<file path="src/rtl/dec2bin_pkg.sv">
// Shared types and constants for the serial BCD-to-signed-binary converter.
//   state_t  : converter FSM state encoding
//   BCD_MAX  : largest legal BCD digit value
package dec2bin_pkg;

    typedef enum logic [1:0] {
        IDLE  = 2'd0,
        ACCUM = 2'd1,
        DONE  = 2'd2
    } state_t;

    localparam logic [3:0] BCD_MAX = 4'd9;

endpackage

</file>
<file path="src/rtl/dec2bin_s_if.sv">
// Digit-in / result-out bundle for dec2bin_s.
//   master : digit producer and result consumer (drives start/neg/d_valid/digit/d_last/y_ready)
//   slave  : the converter (drives d_ready/y/y_valid/ovf/err)
interface dec2bin_s_if #(
    parameter int W = 8
);
    logic         start;
    logic         neg;
    logic         d_valid;
    logic         d_ready;
    logic [3:0]   digit;
    logic         d_last;
    logic [W-1:0] y;
    logic         y_valid;
    logic         y_ready;
    logic         ovf;
    logic         err;

    modport master (
        output start, neg, d_valid, digit, d_last, y_ready,
        input  d_ready, y, y_valid, ovf, err
    );

    modport slave (
        input  start, neg, d_valid, digit, d_last, y_ready,
        output d_ready, y, y_valid, ovf, err
    );
endinterface

</file>
<file path="src/rtl/dec2bin_s_mpy_10.sv">
// Shift-add multiply by ten: o_p = i_a*8 + i_a*2.
//   i_a : W-bit unsigned operand
//   o_p : W+4-bit unsigned product (wide enough for 10 * (2^W - 1))
module mpy_10_s #(
    parameter int W = 9
) (
    input  logic [W-1:0] i_a,
    output logic [W+3:0] o_p
);

    assign o_p = {1'b0, i_a, 3'b000} + {3'b000, i_a, 1'b0};

endmodule

</file>
<file path="src/rtl/dec2bin_s.sv">
// Serial BCD-digit to saturated signed binary converter.
// Digits arrive most-significant first; each accepted beat does acc = acc*10 + digit
// on an unsigned magnitude that is clamped at the sign-dependent limit.
//   clk  : clock, rising edge
//   rst  : synchronous active-high reset
//   bus  : dec2bin_s_if slave (start/neg/digit stream in, y/ovf/err result out)
//
// state | meaning
// IDLE  | waiting for start, d_ready low
// ACCUM | accepting digits, d_ready high
// DONE  | result presented, held until y_ready
module dec2bin_s
    import dec2bin_pkg::*;
#(
    parameter int W = 8
) (
    input  logic        clk,
    input  logic        rst,
    dec2bin_s_if.slave  bus
);

    localparam int NW = W + 5;
    localparam logic [NW-1:0] LIM_POS = NW'((1 << (W - 1)) - 1);
    localparam logic [NW-1:0] LIM_NEG = NW'(1 << (W - 1));

    state_t         r_state;
    state_t         w_state_nxt;
    logic [W-1:0]   r_acc;
    logic           r_neg;
    logic           r_ovf;
    logic           r_err;
    logic [W-1:0]   r_y;
    logic           r_y_valid;

    logic [NW-1:0]  w_prod;
    logic [NW-1:0]  w_nxt;
    logic [NW-1:0]  w_lim;
    logic           w_bad_digit;
    logic           w_sat;
    logic [W-1:0]   w_acc_new;
    logic           w_d_ready;

    mpy_10_s #(.W(W + 1)) u_mpy_10 (
        .i_a ({1'b0, r_acc}),
        .o_p (w_prod)
    );

    // Datapath: next magnitude, clamp limit, and the accumulator value a beat would leave.
    always_comb begin
        w_nxt       = w_prod + NW'(bus.digit);
        w_lim       = r_neg ? LIM_NEG : LIM_POS;
        w_bad_digit = (bus.digit > BCD_MAX);
        w_sat       = (w_nxt > w_lim);
        w_acc_new   = w_nxt[W-1:0];
        if (w_bad_digit) begin
            w_acc_new = r_acc;
        end else if (w_sat) begin
            w_acc_new = w_lim[W-1:0];
        end
    end

    // Next-state logic; start in ACCUM restarts and stays in ACCUM, start in DONE is ignored.
    always_comb begin
        w_state_nxt = r_state;
        case (r_state)
            IDLE:    if (bus.start) w_state_nxt = ACCUM;
            ACCUM:   if (!bus.start && bus.d_valid && bus.d_last) w_state_nxt = DONE;
            DONE:    if (bus.y_ready) w_state_nxt = IDLE;
            default: w_state_nxt = IDLE;
        endcase
    end

    // Moore outputs.
    always_comb begin
        w_d_ready = (r_state == ACCUM);
    end

    assign bus.d_ready = w_d_ready;
    assign bus.y       = r_y;
    assign bus.y_valid = r_y_valid;
    assign bus.ovf     = r_ovf;
    assign bus.err     = r_err;

    always_ff @(posedge clk) begin
        if (rst) begin
            r_state   <= IDLE;
            r_acc     <= '0;
            r_neg     <= 1'b0;
            r_ovf     <= 1'b0;
            r_err     <= 1'b0;
            r_y       <= '0;
            r_y_valid <= 1'b0;
        end else begin
            r_state <= w_state_nxt;
            case (r_state)
                IDLE: begin
                    if (bus.start) begin
                        r_acc <= '0;
                        r_neg <= bus.neg;
                        r_ovf <= 1'b0;
                        r_err <= 1'b0;
                    end
                end
                ACCUM: begin
                    if (bus.start) begin
                        r_acc <= '0;
                        r_neg <= bus.neg;
                        r_ovf <= 1'b0;
                        r_err <= 1'b0;
                    end else if (bus.d_valid) begin
                        r_acc <= w_acc_new;
                        if (w_bad_digit) begin
                            r_err <= 1'b1;
                        end else if (w_sat) begin
                            r_ovf <= 1'b1;
                        end
                        if (bus.d_last) begin
                            r_y       <= r_neg ? (-w_acc_new) : w_acc_new;
                            r_y_valid <= 1'b1;
                        end
                    end
                end
                DONE: begin
                    if (bus.y_ready) begin
                        r_y_valid <= 1'b0;
                    end
                end
                default: begin
                    r_y_valid <= 1'b0;
                end
            endcase
        end
    end

endmodule
</file>
<file path="src/flat_wrapper.sv">
// flat-port wrapper written by rule: the top's interface ports become plain ports
module dec2bin_s_flat import dec2bin_pkg::*;
#(
    parameter int W = 8
)
  (clk, rst, bus_start, bus_neg, bus_d_valid, bus_digit, bus_d_last, bus_y_ready, bus_d_ready, bus_y, bus_y_valid, bus_ovf, bus_err);
  dec2bin_s_if #(.W(W)) bus_i ();
  input  logic clk;
  input  logic rst;
  input wire logic [$bits(bus_i.start)-1:0] bus_start;
  input wire logic [$bits(bus_i.neg)-1:0] bus_neg;
  input wire logic [$bits(bus_i.d_valid)-1:0] bus_d_valid;
  input wire logic [$bits(bus_i.digit)-1:0] bus_digit;
  input wire logic [$bits(bus_i.d_last)-1:0] bus_d_last;
  input wire logic [$bits(bus_i.y_ready)-1:0] bus_y_ready;
  output wire logic [$bits(bus_i.d_ready)-1:0] bus_d_ready;
  output wire logic [$bits(bus_i.y)-1:0] bus_y;
  output wire logic [$bits(bus_i.y_valid)-1:0] bus_y_valid;
  output wire logic [$bits(bus_i.ovf)-1:0] bus_ovf;
  output wire logic [$bits(bus_i.err)-1:0] bus_err;
  assign bus_i.start = bus_start;
  assign bus_i.neg = bus_neg;
  assign bus_i.d_valid = bus_d_valid;
  assign bus_i.digit = bus_digit;
  assign bus_i.d_last = bus_d_last;
  assign bus_i.y_ready = bus_y_ready;
  assign bus_d_ready = bus_i.d_ready;
  assign bus_y = bus_i.y;
  assign bus_y_valid = bus_i.y_valid;
  assign bus_ovf = bus_i.ovf;
  assign bus_err = bus_i.err;
  dec2bin_s #(.W(W)) u_core (.clk(clk), .rst(rst), .bus(bus_i));
endmodule
</file>
<file path="config.mk">
export PLATFORM = sky130hd
export DESIGN_NAME = dec2bin_s_flat
export DESIGN_NICKNAME = d
export VERILOG_FILES = /design/src/rtl/dec2bin_pkg.sv /design/src/rtl/dec2bin_s_if.sv /design/src/rtl/dec2bin_s_mpy_10.sv /design/src/rtl/dec2bin_s.sv /design/src/flat_wrapper.sv
export SDC_FILE = /design/constraint.sdc
export NUM_CORES = 1
export LEC_CHECK = 0
export BUFFER_PORTS_ARGS = -buffer_cell sky130_fd_sc_hd__buf_2
export CAP_MARGIN = 0
export CORE_ASPECT_RATIO = 0.9
export CORE_MARGIN = 8
export CORE_UTILIZATION = 40
export CTS_BUF_LIST = sky130_fd_sc_hd__clkbuf_2 sky130_fd_sc_hd__clkbuf_4 sky130_fd_sc_hd__clkbuf_8
export DETAILED_ROUTE_END_ITERATION = 8
export MAX_ROUTING_LAYER = met4
export PLACE_DENSITY = 0.65
export SYNTH_ARGS = -nofsm -noshare
export SYNTH_HDL_FRONTEND = slang
export SYNTH_SLANG_ARGS = --single-unit
</file>
<file path="constraint.sdc">
create_clock -name clk -period 9.3 [get_ports clk]
set_input_delay 0.93 -clock clk [delete_from_list [all_inputs] [get_ports clk]]
set_output_delay 0.93 -clock clk [all_outputs]
set_load 0.1 [all_outputs]
</file>
=== Word level (Yosys, flattened, before mapping) ===
Index checks and enable logic that the tools add are counted.

* Add/sub/neg operators: 3
* $lt $le $gt $ge: 2
* Eq/ne operators: 12
* Multiplexer cells: 27
* Bitwise operators: 2
* Reduce and logical (&&, ||, !) cells: 13

{| class="wikitable"
|+ Operators with widths
! cell !! number
|-
| 8-bit 2-to-1 mux || 7
|-
| 8-bit one-hot mux with 2 select lines || 1
|-
| 13-bit by 4-bit adder with 13-bit output || 1
|-
| 13-bit > comparator || 1
|-
| 11-bit by 9-bit adder with 12-bit output || 1
|-
| 1-bit 2-to-1 mux || 12
|-
| 2-bit inequality test, second input constant || 5
|-
| 5-bit AND reduction || 2
|-
| 8-bit negator || 1
|-
| 4-bit AND reduction || 2
|-
| 2-bit 2-to-1 mux || 3
|-
| 3-bit by 2-bit inequality test with 1-bit output, second input constant || 2
|-
| 3-bit inequality test, second input constant || 2
|-
| 2-bit one-hot mux with 3 select lines || 1
|-
| 3-bit AND reduction || 2
|-
| 4-bit > comparator, second input constant || 1
|-
| 1-bit one-hot mux with 2 select lines || 2
|-
| 1-bit one-hot mux with 3 select lines || 1
|-
| 2-bit by 1-bit equality test with 1-bit output, second input constant || 1
|-
| 2-bit equality test, second input constant || 1
|-
| 1-bit logical AND || 2
|-
| 2-bit logical NOT || 1
|-
| 2-bit by 1-bit inequality test with 1-bit output, second input constant || 1
|-
| 1-bit inverter || 2
|-
| 4 further kinds || 4
|}

* Bits in registers: 22
* Input bits: 11
* Output and inout bits: 12
* Logic and storage cells: 66

=== Depth between registers and ports, before layout ===
* Word-level depth: 8
* Depth in mapped cells: 21
* Mapped depth without buffers: 21

=== Hierarchy ===
Synthesis repeated with hierarchy kept, for this count alone.

* Cells, all modules: 264
* Area, all modules: 2,089.5 µm²

{| class="wikitable"
|+ Modules (own cells, without submodules)
! module !! instances !! cells an instance !! area each (µm²) !! seq. area each (µm²)
|-
| dec2bin_s || 1 || 217 || 1,731.7 || 440.4
|-
| mpy_10_s || 1 || 47 || 357.8 || 0.0
|}

=== Worst setup path before layout ===
OpenSTA, ideal clock, no wires.

* Path type: input port to flip-flop
* Start point: input bus_digit[1]
* End point: register u_core.r_y[5], in the netlist u_core.bus.y[5]
* Library setup time: 0.074 ns
* Arrival: 4.681 ns
* Required time: 9.226 ns
* Slack: 4.545 ns
* Stages: 19
* Path buffers: 0
* Cell sequence: ha_1 -> inv_1 -> fa_1 -> inv_1 -> a21oi_1 -> nor3_1 -> nand2_1 -> xnor2_1 -> ha_1 -> o211a_1 -> a211oi_1 -> a211oi_1 -> a2111oi_4 -> o21ai_4 -> mux2_4 -> mux2i_4 -> nand3_2 -> or4_1 -> a31oi_1

* Longest elaborated chain between the ends: 6
* Elaborated cells between the ends (all ways): 7
* Classes of those cells: add/sub: 2; order compare: 2; mux: 3

{| class="wikitable"
|+ RTL lines
! what !! RTL line !! source
|-
| from (decl) || flat_wrapper.sv:13 || <nowiki>input wire logic [$bits(bus_i.digit)-1:0] bus_digit;</nowiki>
|-
| 13-bit by 4-bit adder with 13-bit output || dec2bin_s.sv:50 || <nowiki>w_nxt = w_prod + NW'(bus.digit);</nowiki>
|-
| 13-bit > comparator || dec2bin_s.sv:53 || <nowiki>w_sat = (w_nxt > w_lim);</nowiki>
|-
| 8-bit 2-to-1 mux || dec2bin_s.sv:57 || <nowiki>end else if (w_sat) begin</nowiki>
|-
| 8-bit 2-to-1 mux * || dec2bin_s.sv:55 || <nowiki>if (w_bad_digit) begin</nowiki>
|-
| 8-bit negator || dec2bin_s.sv:118 || <nowiki>r_y <= r_neg ? (-w_acc_new) : w_acc_new;</nowiki>
|-
| 8-bit 2-to-1 mux * || dec2bin_s.sv:118 ||
|-
| to (signal assigned) || dec2bin_s.sv:118 ||
|-
| to (decl) || dec2bin_s.sv:32 || <nowiki>logic [W-1:0] r_y;</nowiki>
|}

Every way passes the cells marked *; elsewhere a longest branch is shown, timed or not.
A chain may end at the register's enable or synchronous reset.

=== Final worst setup path ===
Ends and elaborated chain as after synthesis.

==> run_results.csv <==
group,metric,value,unit
floorplanning,die_w,88.28,um
critical_path,cp.required,9.50,ns
critical_path,end_kind,"flip-flop",
floorplanning,die_area,7155,um^2
final_layout,syn_to_final_growth,12.77,%
global_routing,use_met1,19.93,%
critical_path,slowest_stage,"or4_1",
final_layout,diodes,0,
logic_synthesis,ys_ff_latch,22,
floorplanning,die_y,81.05,um
global_routing,grtUsageMet3,2.319,%
logic_synthesis,synth_area,1881,um^2
timing,whs,0.4538,ns
drt,drtIter0Drc,95,
drt,viasPerCell,5.450,
global_routing,globalRoute.busiestLayer,"met1",
clock_network,numCtsBuffers,3,
critical_path,arrival,5.26,ns
clock_network,hold_buffers,0,
logic_synthesis,async_flop_share,0,%
critical_path,critical_path.cell_chain,"buf_2 > ha_1 > inv_1 > fa_1 > inv_1 > a21oi_1 > nor3_1 > nand2_1 > xnor2_1 > ha_1 > o211a_1 > a211oi_1 > a211oi_1 > a2111oi_4 > o21ai_4 > o311ai_2 > nand3_2 > or4_1 > a31oi_1",
critical_path,start_kind,"input port",
logic_synthesis,syn_area_per_cell,8.212,um^2
global_routing,track_usage,13.64,%
drt,drc,0,
floorplanning,start_util,41.89,%
timing,post-route-period-util,54.38,%
timing,tns,0,ns
clock_network,clk_pin_slew_worst_paths,0.08,ns
clock_network,clock-sinks,22,
place,place_hpwl,3637,um
drt,drt-wirelength-per-cell,14.95,um
logic_synthesis,synth_edf_count,0,
final_layout,final_common_cell,"nor2_1",
logic_synthesis,synth_cell_types,50,
critical_path,reg2reg_slack,4.37,ns
clock_network,clkLatencyLatePin,0.26,ns
min_path,hold_class,"reg -> reg",
final_layout,fillers,459,
timing,finalHoldViolCount,0,
final_layout,final_cell_mix,"nor2_1, buf_2, dfxtp_1, nand2_1, a21oi_1",
logic_synthesis,ys.flop_type,"dfxtp_1",
clock_network,cts_tree,"done",
power_and_ir_drop,power.static_leakage,0.9385,nW
place,port_buffers,22,
timing,final_max_slew_viol_count,0,
critical_path,critPathKind,"in -> reg",
drt,wl,4649,um
floorplanning,std_cell_rows,23,
global_routing,grt_max_degree,26,
global_routing,grt_pass1_wl,7824,um
clock_network,cts_setup_buffers,0,
drt,vias,1695,
timing,slew_headroom,44.98,%
outcome,status,"complete, no violations",
final_layout,multi_input_area,1373,um^2
timing,tightest_slew,0.8253,ns
global_routing,met2_usage,19.46,%
clock_network,h-tree-depth,1,
timing,min_period,5.057,ns
critical_path,path_max_fanout,10,
floorplanning,ios,23,
logic_synthesis,synth_fp_nets,260,
global_routing,grt.overflow.total,0,
final_layout,register_area,440.4,um^2
global_routing,first_global_vias,1612,
clock_network,cts_max_path_buffers,2,
drt,firstDrtPassIters,4,
global_routing,antenna_found_initial,0,
floorplanning,coreArea,4489,um^2
flow_run,cap_violations,0,
logic_synthesis,syn_inst,229,
final_layout,drive_gt1_share,16.47,%
logic_synthesis,ys_warn_count,0,
timing,grt_setup_unrepaired,"false",
timing,fmax,0.1977,GHz
timing,clock_skew,0.001877,ns
timing,setup_viol,0,
drt,drtAntennaViolNets,0,
place,gp_congestion,0.9031,
final_layout,fin_nets,281,
clock_network,cts-root-buf,"clkbuf_8",
clock_network,cts_resized,0,
logic_synthesis,ys_seq_area_share,23.42,%
critical_path,max_stage_delay,0.55,ns
power_and_ir_drop,powerDensity,117.1,nW/um^2
power_and_ir_drop,vdd_drop_max,0.08519,mV
-- final cells by class --
cell class	count	share of cell area, %
clock buffers	3	1.947
clock inverters	1	1.416
inverters	11	1.947
multi-input cells	189	64.72
flip-flops and latches	22	20.77
well taps	62	3.658
repair buffers	23	5.546
-- synthesized netlist by cell type, types with 2 or more instances --
library cell / count / share of area, %
inv_1: 10 / 2.0
nor3_1: 7 / 1.9
xor2_1: 4 / 1.9
xnor2_1: 6 / 2.8
o211ai_1: 5 / 2.0
or3_1: 4 / 1.3
a2111oi_4: 2 / 2.9
fa_1: 2 / 2.1
nand2_1: 21 / 4.2
a22oi_1: 3 / 1.2
o21a_1: 5 / 2.0
ha_1: 18 / 12
a211oi_1: 4 / 1.6
o221ai_1: 2 / 0.93
o311ai_2: 2 / 1.7
clkbuf_1: 7 / 1.4
a31oi_1: 3 / 1.0
nand3_2: 2 / 1.1
o21ai_0: 2 / 0.53
a21oi_1: 19 / 5.1
dfxtp_1: 22 / 23
or4_1: 2 / 0.80
nor2b_1: 7 / 2.3
o211a_1: 2 / 1.1
nor2_1: 36 / 7.2
o31ai_1: 3 / 1.2
nand3_1: 5 / 1.3
nand4_1: 2 / 0.67
-- flip-flops by register name (all words and copies together) (netlist names) --
name,count
u_core.bus.y,8
u_core.r_state,2
u_core.r_acc,8
u_core.r_neg,1
u_core.bus.ovf,1
u_core.bus.y_valid,1
u_core.bus.err,1
-- worst paths after layout --
kind | from | end | cells past startpoint
worst max-delay path | bus_digit[1] | u_core.bus.y[5] | 19
worst min-delay path | u_core.bus.y[2] | u_core.bus.y[2] | 2
worst max register to register | u_core.r_acc[2] | u_core.bus.y[5] | 17
worst min register to register | u_core.bus.y[2] | u_core.bus.y[2] | 2
-- cell families after synthesis --
kind of cell	after synthesis	share of synthesized area, %
simple gates	94	25.22
compound gates	62	26.48
flops	22	23.42
fa+ha+maj	20	14.11
buf+inv	18	3.593
xor+xnor	10	4.657
mux	3	2.528
-- critical path: cells and delay by family --
family                     cells  cell delay (ns)
xor gates and xnor gates       1             0.24
AOI/OAI and AO/OA              8             1.74
and+or+nand+nor                4             1.25
adders and majority gates      3             0.87
buffers and inverters          3             0.22
-- stage by stage --
stage | instances | util, % | cell area [um^2] | worst slack, ns | total power [W]
4_1_cts | 311 | 47.24 | 2121 | 4.278 | 0.0002488
5_1_grt | 311 | 47.24 | 2121 | 3.892 | 0.0002604
3_5_place_dp | 307 | 45.65 | 2049 | 4.046 | 0.0001599
3_3_place_gp | 307 | 45.65 | 2049 | 4.207 | 0.0001598
6_report | 311 | 47.24 | 2121 | 4.243 | 0.0002483
2_1_floorplan | 229 | - | 1881 | 4.545 | 0.0001459
-- power breakdown --
part           switching [W]  internal [W]
Sequential        0.00000261     0.0000962
Clock              0.0000326     0.0000575
Combinational      0.0000407     0.0000187
Total              0.0000759      0.000172
-- metal layers --
layer	share of wire (%)	vias up	wire [um]
met4	0	0	0
met1	54	784	2498
met5	0	-	0
li1	-	882	-
met2	43	29	1978
met3	3.7	0	172
Note: power is estimated with default switching activity, not from simulation.
